<file path="config.mk">
export PLATFORM = sky130hd
export DESIGN_NAME = pwm_multi
export DESIGN_NICKNAME = d
export VERILOG_FILES = /design/src/rtl/pwm_multi.sv
export SDC_FILE = /design/constraint.sdc
export NUM_CORES = 1
export LEC_CHECK = 0
export BUFFER_PORTS_ARGS = -buffer_cell sky130_fd_sc_hd__buf_2
export CORE_UTILIZATION = 35
export CTS_BUF_LIST = sky130_fd_sc_hd__clkbuf_2 sky130_fd_sc_hd__clkbuf_4 sky130_fd_sc_hd__clkbuf_8
export CTS_CLUSTER_SIZE = 16
export DETAILED_ROUTE_END_ITERATION = 12
export PLACE_DENSITY_LB_ADDON = 0.2
export SLEW_MARGIN = 20
export SYNTH_ARGS = -nofsm -noshare
export SYNTH_HDL_FRONTEND = slang
export SYNTH_SLANG_ARGS = --single-unit
</file>
<file path="constraint.sdc">
create_clock -name clk -period 6.7 [get_ports clk]
set_clock_uncertainty 0.05 [all_clocks]
set_input_delay 0.67 -clock clk [delete_from_list [all_inputs] [get_ports clk]]
set_output_delay 0.67 -clock clk [all_outputs]
set_load 0.005 [all_outputs]
</file>
<file path="src/rtl/pwm_multi.sv">
// NCH-channel PWM with one shared prescaler and timebase, edge- or centre-aligned counting.
// Define PWM_DEADTIME_EN to add complementary outputs with per-channel dead-time insertion.
module pwm_multi #(
    parameter int unsigned NCH   = 4,
    parameter int unsigned CNT_W = 10,
    parameter int unsigned DIV_W = 8,
    parameter int unsigned DT_W  = 6
) (
    input  logic                 clk,
    input  logic                 rst_n,
    input  logic                 en,
    input  logic                 mode,
    input  logic [DIV_W-1:0]     clkdiv,
    input  logic [CNT_W-1:0]     period,
    input  logic [NCH*CNT_W-1:0] cmp,
    input  logic                 load,
`ifdef PWM_DEADTIME_EN
    input  logic [DT_W-1:0]      dead,
    output logic [NCH-1:0]       pwm_out_n,
`endif
    output logic [NCH-1:0]       pwm_out,
    output logic                 period_tick,
    output logic [CNT_W-1:0]     cnt_out
);

    logic                 en_q;
    logic                 run, start, tick, wrap, up_mode;
    logic [DIV_W-1:0]     div_q, div_d;
    logic [CNT_W-1:0]     cnt_q, cnt_d;
    logic                 dir_q, dir_d;  // 1 = counting down
    logic [CNT_W-1:0]     period_sh_q, period_act_q;
    logic [NCH*CNT_W-1:0] cmp_sh_q, cmp_act_q;
    logic [NCH-1:0]       raw, pwm_d, pwm_q;
    logic                 period_tick_q;

    // The cycle en rises only reloads the active set; counting begins the cycle after.
    assign run     = en & en_q;
    assign start   = en & ~en_q;
    assign tick    = run & (div_q >= clkdiv);
    assign up_mode = ~mode | (period_act_q == '0);

    always_comb begin
        div_d = '0;
        cnt_d = '0;
        dir_d = 1'b0;
        if (run) begin
            div_d = tick ? '0 : div_q + 1'b1;
            cnt_d = cnt_q;
            dir_d = dir_q;
            if (tick) begin
                if (up_mode) begin
                    dir_d = 1'b0;
                    cnt_d = (cnt_q == period_act_q) ? '0 : cnt_q + 1'b1;
                end else if (!dir_q) begin
                    if (cnt_q == period_act_q) begin
                        dir_d = 1'b1;
                        cnt_d = cnt_q - 1'b1;
                    end else begin
                        cnt_d = cnt_q + 1'b1;
                    end
                end else begin
                    if (cnt_q == '0) begin
                        dir_d = 1'b0;
                        cnt_d = cnt_q + 1'b1;
                    end else begin
                        cnt_d = cnt_q - 1'b1;
                    end
                end
            end
        end
    end

    // Only the period-start tick can land the count on zero.
    assign wrap = tick & (cnt_d == '0);

    always_comb begin
        raw = '0;
        for (int i = 0; i < NCH; i++) begin
            raw[i] = cnt_q < cmp_act_q[i*CNT_W +: CNT_W];
        end
    end

    always_ff @(posedge clk or negedge rst_n) begin
        if (!rst_n) begin
            en_q          <= 1'b0;
            div_q         <= '0;
            cnt_q         <= '0;
            dir_q         <= 1'b0;
            period_sh_q   <= '0;
            period_act_q  <= '0;
            cmp_sh_q      <= '0;
            cmp_act_q     <= '0;
            pwm_q         <= '0;
            period_tick_q <= 1'b0;
        end else begin
            en_q          <= en;
            div_q         <= div_d;
            cnt_q         <= cnt_d;
            dir_q         <= dir_d;
            pwm_q         <= pwm_d;
            period_tick_q <= wrap;
            if (load) begin
                period_sh_q <= period;
                cmp_sh_q    <= cmp;
            end
            // A load landing on the reload point bypasses the shadows.
            if (start || wrap) begin
                period_act_q <= load ? period : period_sh_q;
                cmp_act_q    <= load ? cmp : cmp_sh_q;
            end
        end
    end

`ifdef PWM_DEADTIME_EN
    logic [NCH-1:0] pwm_n_d, pwm_n_q;

    for (genvar i = 0; i < NCH; i++) begin : g_dt
        logic            prev_q;
        logic [DT_W-1:0] len, len_q, len_d;

        // len = cycles raw has already held its current value, saturating.
        assign len        = (raw[i] == prev_q) ? len_q : '0;
        assign len_d      = (len == {DT_W{1'b1}}) ? len : len + 1'b1;
        assign pwm_d[i]   = run & raw[i] & (len >= dead);
        assign pwm_n_d[i] = run & ~raw[i] & (len >= dead);

        always_ff @(posedge clk or negedge rst_n) begin
            if (!rst_n) begin
                prev_q <= 1'b0;
                len_q  <= '0;
            end else if (run) begin
                prev_q <= raw[i];
                len_q  <= len_d;
            end else begin
                prev_q <= 1'b0;
                len_q  <= '0;
            end
        end
    end

    always_ff @(posedge clk or negedge rst_n) begin
        if (!rst_n) pwm_n_q <= '0;
        else        pwm_n_q <= pwm_n_d;
    end

    assign pwm_out_n = pwm_n_q;
`else
    assign pwm_d = run ? raw : '0;
`endif

    assign pwm_out     = pwm_q;
    assign period_tick = period_tick_q;
    assign cnt_out     = cnt_q;

endmodule
</file>
Word level (Yosys, flattened, before mapping)
Cells that the tools add are included.
{"block": "totals", "out_inout_bits": 15, "input_bits": 63, "wordCells": 49, "reg_bits": 125}
{"block": "op_classes", "n_reduce_logical": 4, "muxes": 18, "eq_ne": 2, "n_bitwise": 7, "addsub": 3, "order_cmp": 5}
{"operator": "$mux 10", "n": 8}
{"operator": "$lt 10x10->1", "n": 4}
{"operator": "$mux 40", "n": 1}
{"operator": "$logic_not 10->1", "n": 3}
{"operator": "$mux 8", "n": 2}
{"operator": "$add 10x1->10 const B", "n": 1}
{"operator": "$eq 10x10->1", "n": 1}
{"operator": "$sub 10x1->10 const B", "n": 1}
{"operator": "$add 8x1->8 const B", "n": 1}
{"operator": "$ge 8x8->1", "n": 1}
{"operator": "$mux 1", "n": 6}
{"operator": "$and 1x1->1", "n": 4}
{"operator": "$mux 4", "n": 1}
{"operator": "$ne 2x1->1 const B", "n": 1}
{"operator": "$not 1->1", "n": 2}
{"operator": "$logic_or 1x1->1", "n": 1}
{"operator": "$or 1x1->1", "n": 1}

Depth between registers and ports, before layout
{"block": "depth", "word_depth": 9, "ltp_mapped": 13, "depth_no_buf": 11}

Least setup slack after synthesis
OpenSTA, ideal clock, no wires.
{"block": "synth_timing", "kind": "input to register", "start": "input clkdiv[0]", "end": "register cmp_act_q[0]", "path_slack_ns": 3.138, "required_time_ns": 6.525, "stages": 12, "path_buffers": 2, "setup_ns": 0.125, "t_arrival_ns": 3.386, "path_cell_list": "ha_1 > nand2b_1 > a2111oi_0 > o21a_1 > clkbuf_1 > nand2_1 > o21ai_1 > nand2_1 > and4bb_1 > a31oi_4 > buf_6 > mux2_4"}
{"block": "synth_between", "elab_chain_len": 7}
{"element": "from (decl)", "line": "13", "text": "input logic [DIV_W-1:0] clkdiv,"}
{"element": "$ge 8x8->1 *", "line": "39", "text": "assign tick = run & (div_q >= clkdiv);"}
{"element": "$and 1x1->1 *", "line": "39"}
{"element": "$mux 10", "line": "50", "text": "if (tick) begin"}
{"element": "$mux 10", "line": "46", "text": "if (run) begin"}
{"element": "$logic_not 10->1", "line": "74", "text": "assign wrap = tick & (cnt_d == '0);"}
{"element": "$and 1x1->1 *", "line": "74"}
{"element": "$logic_or 1x1->1 *", "line": "107", "text": "if (start || wrap) begin"}
{"element": "to (signal assigned)", "line": "109", "text": "cmp_act_q <= load ? cmp : cmp_sh_q;"}
{"element": "to (decl)", "line": "32", "text": "logic [NCH*CNT_W-1:0] cmp_sh_q, cmp_act_q;"}
Mark *: on every way between the ends. The rest lies on a longest branch, timed or not.
A chain may end at the register's enable or synchronous reset.

Final worst setup path
{"block": "layout_timing", "start": "register cnt_q[1], in the netlist cnt_out[1]", "end": "register period_act_q[6]"}
{"block": "layout_between", "elab_chain_len": 9, "word_cells_on_any_way": 14, "classes_between": "add/sub (2); eq/ne (1); mux (7); bitwise (1); reduce/logical (3)"}
{"element": "from (decl)", "line": "29", "text": "logic [CNT_W-1:0] cnt_q, cnt_d;"}
{"element": "from (signal assigned)", "line": "98", "text": "cnt_q <= cnt_d;"}
{"element": "$add 10x1->10, or another cell as far along", "line": "53, 59, 64"}
{"element": "$mux 10, on equally long branches", "line": "55, 62"}
{"element": "$mux 10", "line": "54", "text": "end else if (!dir_q) begin"}
{"element": "$mux 10 *", "line": "51", "text": "if (up_mode) begin"}
{"element": "$mux 10 *", "line": "50"}
{"element": "$mux 10 *", "line": "46"}
{"element": "via cnt_d[7]", "line": "29"}
{"element": "$logic_not 10->1 *", "line": "74"}
{"element": "$and 1x1->1 *", "line": "74"}
{"element": "$logic_or 1x1->1 *", "line": "107"}
{"element": "to (signal assigned)", "line": "108", "text": "period_act_q <= load ? period : period_sh_q;"}
{"element": "to (decl)", "line": "31", "text": "logic [CNT_W-1:0] period_sh_q, period_act_q;"}
The timed path passes the listed nets; every way through them passes the cells marked *.

==> reports/qor.csv <==
metric;value;unit
vias_in_the_first_global_route;4893;
most_common_library_cell_in_the_layout_ignoring_fill_and_taps;sky130_fd_sc_hd__dfrtp_1;
postLayoutSetupSlackWorst;1860;ps
cts_buffers;17;
antenna_left;0;
antenna_found_initial;0;
reg2reg_depth;12;
insertion_delay;440;ps
synthesis.nets;678;
core_area;18900;um2
cts.repair_timing.setup_buffer_count;0;
synth_async_sr_flop_share;1.00;
fp.dieH;142;um
postLayoutCellArea;7840;um2
dieArea;20100;um2
firstDrtPassIters;4;
setup_total_negative_slack;0;ps
postRouteWirelength;15.4;mm
criticalPathCategory;register to register;
fill_cells;1885;
post_synth_inst_count;568;
vdd_drop_max;0.120;mV
post-route-util;0.415;
area_growth_from_synthesis_to_final_layout;14.8;%
placed_cell_area;7450;um2
cp_max_fo;20;
die-width;142;um
max-clock-path-buffers;2;
clock_tree_from_tritoncts;done;
powerDensity;235;nW/um2
slew_headroom;0.343;
endpoint_kind;register;
grt.overflow.total;0;
startpoint_type;register;
detail_route.wl_per_cell;16.8;um
commonest_cells_after_routing_fill_and_taps_aside;sky130_fd_sc_hd__dfrtp_1, sky130_fd_sc_hd__buf_2, sky130_fd_sc_hd__inv_1, sky130_fd_sc_hd__mux2_2, sky130_fd_sc_hd__mux2_4;
ys_seq_area_frac;0.458;
finalHoldViolCount;0;
clk_root_buffer_cell;sky130_fd_sc_hd__clkbuf_8;
preCtsSetupSlack;1770;ps
finish.net_count;755;
p_leak;4.08;nW
reg2reg_setup_slack;1860;ps
wire_length_of_the_first_global_routing_pass;25.8;mm
critical_path.reg2reg.startpoint;cnt_out[1];
final_min_period_over_clock_period;0.722;
synth_seq_cells;125;
status;finished, final reports clean;
clock_tree.htree_level_count;4;
all_layer_gr_usage;0.169;
cts_resized;0;
place.gp.congestion;0.877;
dominantRegCellSynth;sky130_fd_sc_hd__dfrtp_1;
cap_violations;0;
synth_edf_count;0;
detailroute.via_count;4492;
grt_max_degree;67;
tritoncts_num_sinks;125;
detail_route.drc_violations;0;
synth-warning-count;0;
placement_row_count;50;
reg2reg_to;period_act_q[6];
worstPathRequired;6980;ps
mappedNetlistArea;6830;um2
post-dp-hpwl;10.4;mm
layout-drive-gt1-share;0.341;
worstPathArrival;5120;ps
timing.final.crit_period;4840;ps
initial_core_util;0.362;
final_max_slew_viol_count;0;
worst_hold_path_type;input port to async pin;
setup-violations-final;0;
hold_buffers;0;
max_freq;207;MHz
worst_slew_pin_slew;985;ps
port-buffer-count;77;
num_io_pins;78;
yosysUniqueCellTypes;64;
worst_setup_hold_path_clk_slew;70;ps
viasPerCell;4.90;
post_synth.cell_area_avg;12.0;um2
drt-initial-drc-count;220;
antennaDiodeCount;0;
setup_repair_after_global_routing_missed_its_margin;false;
flip-flops by register name (all words and copies together) (netlist names), 4 cells and up:
register,cells
cmp_act_q,40
cmp_sh_q,40
period_act_q,10
div_q,8
period_sh_q,10
cnt_out,10
pwm_out,4
report_power, final:
group	leakage [nW]	internal, W	switching, W
registers	1.51	0.000846	0.0000502
logic	2.36	0.000167	0.000114
clock network	0.206	0.000367	0.000296
total	4.08	0.00138	0.000459
worst max-delay path by stage:
stage,start,to,cells past startpoint
global placement,clkdiv[0],period_act_q[8],12
global route,cnt_out[1],period_act_q[8],12
finish,cnt_out[1],period_act_q[6],12
CTS,cnt_out[0],period_act_q[6],12
detailed placement,clkdiv[0],period_act_q[6],12
floorplan,clkdiv[0],cmp_act_q[0],12
critical path, stage by stage, from the launching register on:
cell and delay (ps):
sky130_fd_sc_hd__dfrtp_1 630, sky130_fd_sc_hd__inv_1 170, sky130_fd_sc_hd__ha_1 280, sky130_fd_sc_hd__nor4b_1 590, sky130_fd_sc_hd__nand3_1 250, sky130_fd_sc_hd__nand2_1 150, sky130_fd_sc_hd__o21ai_1 220, sky130_fd_sc_hd__or3_1 400
sky130_fd_sc_hd__nand3_1 100, sky130_fd_sc_hd__and4bb_1 230, sky130_fd_sc_hd__a31oi_4 800, sky130_fd_sc_hd__buf_4 480, sky130_fd_sc_hd__mux2_4 340
metal layers:
layer	up-vias	wire length, um	track usage
met4	0	180	0.0515
met2	92	7310	0.271
met3	17	711	0.0381
li1	2174	-	-
met5	-	0	0
met1	2209	7190	0.225
area by class of cell:
cell class / instances / area (um2) / share of cell area
multi-input cells: 367 / 3380 / 0.431
clock inverters: 7 / 88.8 / 0.0113
clock buffers: 23 / 298 / 0.0380
flip-flops and latches: 125 / 3130 / 0.399
well taps: 260 / 325 / 0.0415
repair buffers: 82 / 428 / 0.0546
inverters: 52 / 195 / 0.0249
cell usage after synthesis (3+ instances only):
cell | n | area [um2]
sky130_fd_sc_hd__a31oi_1 | 5 | 31.3
sky130_fd_sc_hd__nand3_1 | 12 | 60.1
sky130_fd_sc_hd__a211oi_1 | 4 | 30.0
sky130_fd_sc_hd__ha_1 | 47 | 588
sky130_fd_sc_hd__or4_1 | 3 | 22.5
sky130_fd_sc_hd__nand4_1 | 3 | 18.8
sky130_fd_sc_hd__nor4_1 | 6 | 37.5
sky130_fd_sc_hd__o31a_1 | 4 | 35.0
sky130_fd_sc_hd__o21ai_1 | 3 | 15.0
sky130_fd_sc_hd__mux2_4 | 50 | 751
sky130_fd_sc_hd__o22ai_1 | 3 | 18.8
sky130_fd_sc_hd__nor3_1 | 4 | 20.0
sky130_fd_sc_hd__nor2_1 | 25 | 93.8
sky130_fd_sc_hd__mux2_2 | 50 | 563
sky130_fd_sc_hd__clkbuf_1 | 14 | 52.6
sky130_fd_sc_hd__nand2_1 | 22 | 82.6
sky130_fd_sc_hd__and3_1 | 8 | 50.1
sky130_fd_sc_hd__inv_1 | 52 | 195
sky130_fd_sc_hd__or3_1 | 3 | 18.8
sky130_fd_sc_hd__nand2b_1 | 8 | 50.1
sky130_fd_sc_hd__xnor2_1 | 6 | 52.6
sky130_fd_sc_hd__xor2_1 | 13 | 114
sky130_fd_sc_hd__o21a_1 | 3 | 22.5
sky130_fd_sc_hd__a21o_1 | 28 | 210
sky130_fd_sc_hd__a21oi_1 | 12 | 60.1
sky130_fd_sc_hd__dfrtp_1 | 125 | 3130
sky130_fd_sc_hd__buf_2 | 3 | 15.0
sky130_fd_sc_hd__and2_1 | 3 | 18.8
sky130_fd_sc_hd__a211o_1 | 5 | 43.8
sky130_fd_sc_hd__buf_6 | 5 | 56.3
kinds of logic after synthesis:
logic type | Yosys count | synth area share
AOI/OAI and AO/OA | 91 | 0.101
muxes | 102 | 0.197
DFF | 125 | 0.458
xor gates and xnor gates | 19 | 0.0244
buffers and inverters | 76 | 0.0478
and+or+nand+nor | 108 | 0.0852
adders and majority gates | 47 | 0.0861
stage by stage:
step	power [W]	cells	hold slack, ps
finish	0.00184	916	244
floorplan	0.00111	568	324
global route	0.00194	916	291
CTS	0.00187	916	261
global placement	0.00118	886	434
detailed placement	0.00120	886	435
(Power assumes the default switching activity.)
